<file path="config.mk">
export PLATFORM = sky130hd
export DESIGN_NAME = bcd_down_timer
export DESIGN_NICKNAME = d
export VERILOG_FILES = /design/src/rtl/bcd_down_timer.sv
export SDC_FILE = /design/constraint.sdc
export NUM_CORES = 1
export LEC_CHECK = 0
export BUFFER_PORTS_ARGS = -buffer_cell sky130_fd_sc_hd__buf_2
export CAP_MARGIN = 40
export CORE_ASPECT_RATIO = 1.2
export CORE_UTILIZATION = 35
export DETAILED_ROUTE_END_ITERATION = 10
export GPL_ROUTABILITY_DRIVEN = 1
export SLEW_MARGIN = 5
export SYNTH_ARGS = -nofsm -noshare
export SYNTH_HDL_FRONTEND = slang
export SYNTH_SLANG_ARGS = --single-unit
</file>
<file path="constraint.sdc">
create_clock -name clk -period 2.1 [get_ports clk]
set_input_delay 0.21 -clock clk [delete_from_list [all_inputs] [get_ports clk]]
set_output_delay 0.21 -clock clk [all_outputs]
set_load 0.1 [all_outputs]
</file>
<file path="src/rtl/bcd_down_timer.sv">
// ============================================================================
// Module   : bcd_down_timer
// Brief    : Multi-digit packed-BCD countdown timer with pause and auto-reload.
// Revision : 1.0 - initial release
// ============================================================================
`default_nettype none

module bcd_down_timer #(
  parameter int DIGITS      = 2,
  parameter int AUTO_RELOAD = 0
) (
  input  logic                  clk,
  input  logic                  rst,
  input  logic                  load,
  input  logic [4*DIGITS-1:0]   load_val,
  input  logic                  start,
  input  logic                  pause,
  input  logic                  tick,
  output logic [4*DIGITS-1:0]   count,
  output logic                  running,
  output logic                  zero,
  output logic                  done
);

  localparam int              c_width     = 4 * DIGITS;
  localparam logic [1:0]      c_st_idle   = 2'd0;
  localparam logic [1:0]      c_st_run    = 2'd1;
  localparam logic [1:0]      c_st_paused = 2'd2;
  localparam logic [1:0]      c_st_done   = 2'd3;
  localparam logic [c_width-1:0] c_one    = {{(c_width-1){1'b0}}, 1'b1};

  logic [1:0]         r_state;
  logic [c_width-1:0] r_count;
  logic [c_width-1:0] r_preset;
  logic               r_done;
  logic               r_running;
  logic               r_reload;

  logic [1:0]         w_state_nxt;
  logic [c_width-1:0] w_count_nxt;
  logic [c_width-1:0] w_preset_nxt;
  logic               w_done_nxt;
  logic               w_reload_nxt;

  logic [c_width-1:0] w_sat_val;
  logic [c_width-1:0] w_dec_val;
  logic [DIGITS-1:0]  w_borrow;
  logic               w_count_zero;
  logic               w_step;
  logic               w_expire;
  logic               w_reload_go;

  // Per-digit saturation of the preset and borrow-rippled decrement.
  assign w_borrow[0] = 1'b1;
  generate
    for (genvar gi = 0; gi < DIGITS; gi++) begin : g_digit
      logic [3:0] w_cur;
      logic [3:0] w_in;
      assign w_cur = r_count[4*gi +: 4];
      assign w_in  = load_val[4*gi +: 4];
      assign w_sat_val[4*gi +: 4] = (w_in > 4'd9) ? 4'd9 : w_in;
      assign w_dec_val[4*gi +: 4] = !w_borrow[gi]     ? w_cur :
                                    (w_cur == 4'd0)   ? 4'd9  : w_cur - 4'd1;
      if (gi < DIGITS - 1) begin : g_chain
        assign w_borrow[gi+1] = w_borrow[gi] && (w_cur == 4'd0);
      end
    end
  endgenerate

  assign w_count_zero = (r_count == '0);
  // A pending reload cycle swallows ticks so the zero value is visible once.
  assign w_step       = (r_state == c_st_run) && tick && !pause && !r_reload && !w_count_zero;
  assign w_expire     = w_step && (r_count == c_one);
  assign w_reload_go  = w_expire && (AUTO_RELOAD != 0) && (r_preset != '0);

  always_ff @(posedge clk) begin
    if (rst) begin
      r_state   <= c_st_idle;
      r_count   <= '0;
      r_preset  <= '0;
      r_done    <= 1'b0;
      r_running <= 1'b0;
      r_reload  <= 1'b0;
    end else begin
      r_state   <= w_state_nxt;
      r_count   <= w_count_nxt;
      r_preset  <= w_preset_nxt;
      r_done    <= w_done_nxt;
      r_running <= (w_state_nxt == c_st_run);
      r_reload  <= w_reload_nxt;
    end
  end

  always_comb begin
    w_state_nxt = r_state;
    if (load) begin
      w_state_nxt = c_st_idle;
    end else begin
      case (r_state)
        c_st_idle, c_st_paused: begin
          if (start && !pause && !w_count_zero) w_state_nxt = c_st_run;
        end
        c_st_run: begin
          if (pause)                        w_state_nxt = c_st_paused;
          else if (w_expire && !w_reload_go) w_state_nxt = c_st_done;
        end
        default: w_state_nxt = r_state;
      endcase
    end
  end

  always_comb begin
    w_count_nxt  = r_count;
    w_preset_nxt = r_preset;
    w_done_nxt   = 1'b0;
    w_reload_nxt = 1'b0;
    if (load) begin
      w_count_nxt  = w_sat_val;
      w_preset_nxt = w_sat_val;
    end else if (r_reload) begin
      w_count_nxt = r_preset;
    end else if (w_expire) begin
      w_count_nxt  = '0;
      w_done_nxt   = 1'b1;
      w_reload_nxt = w_reload_go;
    end else if (w_step) begin
      w_count_nxt = w_dec_val;
    end
  end

  assign count   = r_count;
  assign running = r_running;
  assign done    = r_done;
  assign zero    = w_count_zero;

endmodule

`default_nettype wire

</file>
; After elaboration in Yosys (flattened, before gate mapping)
; Index checks and enable logic that the tools add are counted.
[classes]
n_addsub = 2
magnitude_cmp = 2
n_eq_ne = 4
n_mux = 14
n_reduce_logical = 17
[op_table]
columns = operator, n
row1 = 8-bit 2-to-1 mux, 3
row2 = 4-bit 2-to-1 mux, 5
row3 = "8-bit by 1-bit == test with 1-bit output, second input constant", 1
row4 = "4-bit greater-than comparator, second input constant", 2
row5 = 4-bit zero test, 2
row6 = 8-bit zero test, 1
row7 = 2-bit 2-to-1 mux, 4
row8 = "4-bit by 1-bit subtractor with 4-bit output, second input constant", 2
row9 = 1-bit logical AND, 6
row10 = 3-bit nonzero test, 2
row11 = "2-bit by 1-bit == test with 1-bit output, second input constant", 2
row12 = 2-bit case mux with 2 select lines, 1
row13 = 2-bit OR reduction, 2
row14 = "2-bit == test, second input constant", 1
row15 = 1-bit zero test, 2
row16 = 2-bit zero test, 1
row17 = 2-bit AND reduction, 1
row18 = 1-bit 2-to-1 mux, 1
[totals]
register_bits = 12
in_bits = 14
out_inout_bits = 11
wordCells = 44

; Depth between registers and ports, before layout
; Gate-level depths: netlist (run 1).
[depth]
ltp_word = 10
depth_mapped = 7
ltp_nobuf = 6

; Worst setup path before layout (run 1)
; Ideal clock, no wire load.
[synth_timing]
path_type = register to output
startpoint = register r_count[1], in the netlist count[1]
endpoint = output zero
t_arrival_ns = 2.861
required_time_ns = 1.890
path_slack_ns = -0.971
stages_incl_launch_ff = 6
path_buffers = 1
cell_sequence = dfxtp_1 inv_1 ha_1 or3b_1 buf_2 nor2_1
[synth_between]
elab_chain_cells = 1
[synth_rtl]
columns = item, line
row1 = start: declaration, 33  ; logic [c_width-1:0] r_count;
row2 = start signal: assignment, 86  ; r_count <= w_count_nxt;
row3 = 8-bit zero test, 70  ; assign w_count_zero = (r_count == '0);
row4 = end: declaration, 21  ; output logic zero,
; Every way passes these cells.

; Worst setup path after layout (run 1)
[layout_timing]
startpoint = register r_count[4], in the netlist count[4]
endpoint = output zero
; Same word-level chain as after synthesis.

==> impl_metrics.tcl, run 1 <==
set metrics [dict create \
    die_h_um 57.6 \
    rsz0062_at_grt "no" \
    final_antenna_net_count 0 \
    finalHoldViolations 0 \
    synthMuxAreaShare_pct 2.22 \
    synth_compound_area_share_pct 30.1 \
    drive_gt1_share_pct 31.9 \
    synth_edf_count 0 \
    crit_slowest_cell "or3b_1" \
    yosys_warnings 0 \
    grt_pass1_wl_mm 3.92 \
    multi_input_area_um2 613 \
    portBuffers 24 \
    dr.pass1.iters 4 \
    synth_cell_types 44 \
    synthXorXnorAreaFrac_pct 0 \
    drt-total-wl_mm 2.27 \
    vias_per_cell 5.49 \
    dpl_cell_area_mm2 0.00107 \
    clk_latency_ns 0.28 \
    finClkSkew_ns 0.00516 \
    path_buf_inv 2 \
    leakage_uw 0.000459 \
    vdd.ir_drop.worst_mv 0.381 \
    chipWidth_um 48.3 \
    grt_pass1_vias 910 \
    synth-main-ff-cell "dfxtp_1" \
    hpwl_mm 1.70 \
    synth_top_area_share_pct 26.7 \
    antenna_found_initial 0 \
    setup_ws_ns 0.0905 \
    grt_max_degree 23 \
    cts-buffers-inserted 3 \
    syn_inst 111 \
    rows 19 \
    cts_tree "built" \
    tightest_slew_ns 0.489 \
    syn_avg_cell_area_um2 8.12 \
    htree_levels 1 \
    cp_data_required_time_ns 1.89 \
    fmax_mhz 498 \
    finish.net_count 154 \
    layout_min_cycle_time_ns 2.01 \
    status "finished, final reports clean" \
    drt_iter0_markers 20 \
    diodes 0 \
    critical-path-top-delay-family "simple AND/OR/NAND/NOR gates" \
    slowest_delay_ns 0.51 \
    seq_area_frac_synth_pct 26.7 \
    cap_violations 0 \
    gr-total-overflow 0 \
    relSlewSlack_pct 67.7 \
    synth_seq_cells 12 \
    cts_root_buf "clkbuf_4" \
    syn_to_final_growth_pct 23.2 \
    fill_cells 241 \
    fin_crit_sh_pct 95.7 \
    mostFrequentLayoutCells "buf_2, o21ai_0, inv_1, dfxtp_1" \
    arrival_ns 1.80 \
    finalSetupViolCount 0 \
    io_pins 25 \
    core_mm2 0.00235 \
    place.gp.congestion 0.810 \
    tns_ns 0 \
    clk_pin_slew_ns 0.08 \
    powerDensity_mw_per_mm2 663 \
    dp.cells 162 \
    yosysTopAreaCell "dfxtp_1" \
    synth_area_leaders "dfxtp_1, o21ai_0, ha_1" \
    regArea_um2 245 \
    synth_simple_gate_area_share_pct 29.0 \
    worstHoldPathType "input port to register" \
    dieArea_mm2 0.00278 \
    design_area_mm2 0.00111 \
    synth_area_um2 901 \
    slew_violations 0 \
    async_flop_share_pct 0 \
    cp_max_fo 6 \
    syn-num-nets 129 \
    worst-setup-path-type "register to output pin" \
    cts_sinks 12 \
    crit_chain "inv_1, ha_1, or3b_1, nor2_4, buf_12" \
    initial_core_util_pct 38.3 \
    cts_buffer_depth 2 \
    wl_per_cell_um 13.7 \
    start_kind "register" \
    endpoint_kind "output pin" \
    vias 911 \
    drc 0 \
    synth_top_family_by_area "compound AO/OA/AOI/OAI gates" \
    final_common_cell "buf_2" \
    final_cells 166 \
    preCtsSetupSlack_ns 0.294 \
    synthAdderAreaFrac_pct 5.56 \
    grt_usage_pct 18.1 \
]
-- metrics by stage --
step | util (%) | hold slack (ns) | power [uW]
after floorplan | - | 0.368 | 480
after global placement | 45.5 | 0.473 | 540
after detailed placement | 45.5 | 0.496 | 542
after CTS | 47.0 | 0.197 | 741
after global routing | 47.2 | 0.237 | 769
final | 47.2 | 0.201 | 736
-- registers in the layout, indices dropped and copies added (netlist names) --
signal / flops
r_state: 2
running: 1
count: 8
done: 1
-- area by class of cell --
| class | instances | area share (%) |
|---|---|---|
| multi-input cells | 85 | 55.2 |
| flip-flops and latches | 12 | 22.1 |
| inverters | 9 | 3.04 |
| repair buffers | 25 | 12.9 |
| clock buffers | 4 | 3.27 |
| well taps | 31 | 3.49 |
-- worst reg2reg max path, cell delays in order (launching register included) --
cell and delay (ns):
dfxtp_2 0.34, inv_1 0.10, ha_1 0.22, or3b_1 0.51
and2_1 0.24, a31oi_1 0.20, a221oi_1 0.10
-- what timing repair did --
action                     in CTS  in global routing
buffers inserted                0                  0
hold buffers                    0                  0
setup endpoints to repair       0                  1
gates resized for setup         0                  1
-- synthesized netlist by cell type (2+ instances only) --
master,n
nor2_1,6
a31oi_1,2
o21ai_0,11
nand3b_1,6
and2_1,2
a211oi_1,2
nand2_1,4
o211ai_1,2
nor3_1,4
or3b_1,2
a21oi_1,6
dfxtp_1,12
nand2b_1,6
mux2i_1,2
ha_1,4
inv_1,9
nor3b_1,2
clkbuf_1,3
-- metal layers --
metal | routed length, um | global-route usage [%]
met4 | 50 | 10.5
met2 | 1100 | 31.2
met5 | 0 | 0
met1 | 1010 | 20.9
met3 | 118 | 3.73
-- report_power, final --
group	internal [uW]	leakage [uW]	switching [uW]	total [uW]
Sequential	241	0.0000997	17.9	259
Combinational	87.2	0.000339	195	282
Clock	106	0.0000210	89.0	195
Total	434	0.000459	301	736
-- kinds of logic after synthesis --
logic type      Yosys count
flops                    12
mux                       2
buf+inv                  14
simple gates             41
compound gates           38
fa+ha+maj                 4
-- final timing paths --
| kind | start | end | slack [ns] | cells after the start |
|---|---|---|---|---|
| worst min register to register | r_state[1] | r_state[1] | 0.51 | 2 |
| worst max register to register | count[4] | count[5] | 0.27 | 6 |
| worst min-delay path | load_val[5] | count[5] | 0.20 | 3 |
| worst max-delay path | count[4] | zero | 0.09 | 5 |
Power figures use the tool's default switching activity.
==> run 2: changes to the inputs <==
--- a/config.mk
+++ b/config.mk
@@ -5,6 +5,7 @@
 export SDC_FILE = /design/constraint.sdc
 export NUM_CORES = 1
 export LEC_CHECK = 0
+export ABC_AREA = 1
 export BUFFER_PORTS_ARGS = -buffer_cell sky130_fd_sc_hd__buf_2
 export CAP_MARGIN = 40
 export CORE_ASPECT_RATIO = 1.2
==> run 2 against run 1 <==
  * Clock-buffer cell count is 1 lower
  * Total power rose by 1.3%
  * Synthesized area shrank 3.6%
  * Sequential share of layout area grew 1.5 points
  * Via count shrank 4.6%
  * Flip-flop and latch count stayed put
  * Routed wire length down 16%
  * Largest power group unchanged
==> impl_metrics.tcl, run 2 <==
set metrics [dict create \
    status "finished, final reports clean" \
    diodes 0 \
    synthTopCellsByCount "nand2_1, nor2_1, inv_1, dfxtp_1, a21oi_1" \
    syn_inst 131 \
    drt-total-wl_mm 1.91 \
    leakage_uw 0.000550 \
    fin_crit_sh_pct 89.2 \
    tightest_slew_ns 0.491 \
    vias 869 \
    die_h_um 56.6 \
    clk_pin_slew_ns 0.08 \
    cp_max_fo 6 \
    initial_core_util_pct 37.3 \
    yosysTopAreaCell "dfxtp_1" \
    dr.pass1.iters 4 \
    mostFrequentLayoutCells "nand2_1, buf_2, nor2_1, inv_1, a21oi_1" \
    hpwl_mm 1.57 \
    syn_to_final_growth_pct 21.3 \
    finish.utilization_pct 45.2 \
    path_buf_inv 2 \
    rsz0062_at_grt "no" \
    arrival_ns 1.66 \
    antenna_found_initial 0 \
    cp_data_required_time_ns 1.89 \
    powerDensity_mw_per_mm2 707 \
    drt_iter0_markers 7 \
    cts_buffer_depth 2 \
    cts-buffers-inserted 3 \
    vias_per_cell 4.62 \
    rows 19 \
    clk_latency_ns 0.27 \
    multi_input_area_um2 544 \
    synth_simple_gate_area_share_pct 41.4 \
    cts_root_buf "clkbuf_4" \
    synth_area_um2 868 \
    relSlewSlack_pct 67.5 \
    synth_edf_count 0 \
    synth_cell_types 23 \
    cts_setup_buffers 0 \
    wl_per_cell_um 10.2 \
    portBuffers 24 \
    fmax_mhz 534 \
    synth_seq_cells 12 \
    finish.net_count 177 \
    seq_area_frac_synth_pct 27.7 \
    syn_avg_cell_area_um2 6.63 \
    tns_ns 0 \
    dp.cells 185 \
    async_flop_share_pct 0 \
    grt_max_degree 11 \
    cts_sinks 12 \
    worst-setup-path-type "register to output pin" \
    start_kind "register" \
    crit_chain "inv_1, ha_1, nand2_4, nor2_4, buf_2" \
    final_cells 188 \
    chipWidth_um 47.5 \
    gr-total-overflow 0 \
    total_power_uw 745 \
    cts_tree "built" \
    finClkSkew_ns 0.00522 \
    yosys_warnings 0 \
    finalHoldViolations 0 \
    grt_pass1_wl_mm 3.39 \
    whs_ns 0.132 \
    synth_top_family_by_area "simple AND/OR/NAND/NOR gates" \
    final_common_cell "nand2_1" \
    vdd.ir_drop.worst_mv 0.419 \
    slowest_delay_ns 0.45 \
    htree_levels 1 \
    syn-num-nets 149 \
    synthAdderAreaFrac_pct 5.76 \
    fill_cells 282 \
    dieArea_mm2 0.00269 \
    synthXorXnorAreaFrac_pct 1.01 \
    grt_pass1_vias 865 \
    crit_slowest_cell "buf_2" \
    drive_gt1_share_pct 33.8 \
    core_mm2 0.00233 \
    cts_resized 0 \
    drc 0 \
    finalSetupViolCount 0 \
    synthMuxAreaShare_pct 0 \
    layout_min_cycle_time_ns 1.87 \
    regArea_um2 249 \
    io_pins 25 \
    slew_violations 0 \
    worstHoldPathType "input port to register" \
    synth_top_area_share_pct 27.7 \
    final_antenna_net_count 0 \
    largest_register_ffs 8 \
    grt_usage_pct 17.5 \
    synth_compound_area_share_pct 14.6 \
    synth_area_leaders "dfxtp_1, nand2_1, nor2_1" \
    cap_violations 0 \
    endpoint_kind "output pin" \
    place.gp.congestion 0.839 \
    hold_buffers 0 \
    critical-path-top-delay-family "buffers and inverters" \
    synth-main-ff-cell "dfxtp_1" \
    yosysMostFrequentCell "nand2_1" \
]
run 2: changes by cell type after synthesis, moves of 5 or more:
cell	previous run	this run
nor2_1	6	22
nand2_1	4	26
nand3_1	0	5
inv_2	0	5
nand2b_1	6	0
inv_1	9	16
run 2: final timing paths:
| kind | from | end | slack [ns] | depth (start not counted) |
|---|---|---|---|---|
| setup / recovery | count[4] | zero | 0.23 | 5 |
| hold / removal | rst | count[3] | 0.13 | 2 |
| setup reg to reg | count[4] | count[4] | 0.59 | 10 |
| hold reg to reg | count[5] | count[5] | 0.50 | 2 |
run 2: power by group:
part           leakage [uW]  total [uW]  switching [uW]  internal (uW)
Clock             0.0000138         140            73.8           66.2
Combinational      0.000435         341             255           86.2
Sequential         0.000101         264            17.6            246
run 2: kinds of logic (layout without fill, tap and decap cells):
| kind of cell | Yosys count | in the layout |
|---|---|---|
| AOI/OAI and AO/OA | 22 | 22 |
| xor gates and xnor gates | 1 | 1 |
| adders and majority gates | 4 | 4 |
| buffers and inverters | 22 | 48 |
| DFF | 12 | 12 |
| and+or+nand+nor | 70 | 70 |
run 2: through the flow:
step | area, um^2 | worst slack, ns
finish | 1050 | 0.226
global route | 1050 | 0.124
CTS | 1050 | 0.217
detailed placement | 1030 | 0.528
floorplan | 877 | 0.0364
global placement | 1030 | 0.571
run 2: routing by layer:
layer | GRT usage [%] | share of wire (%)
met1 | 20.4 | 44
met2 | 28.8 | 51
met3 | 3.86 | 4.2
met4 | 8.16 | 0.68
met5 | 0 | 0
run 2: layout make-up:
class	count	area share (%)
Tap cell	31	3.68
Timing Repair Buffer	24	11.4
Multi-Input combinational cell	97	51.7
Inverter	21	7.48
Clock buffer	3	2.14
Sequential cell	12	23.6
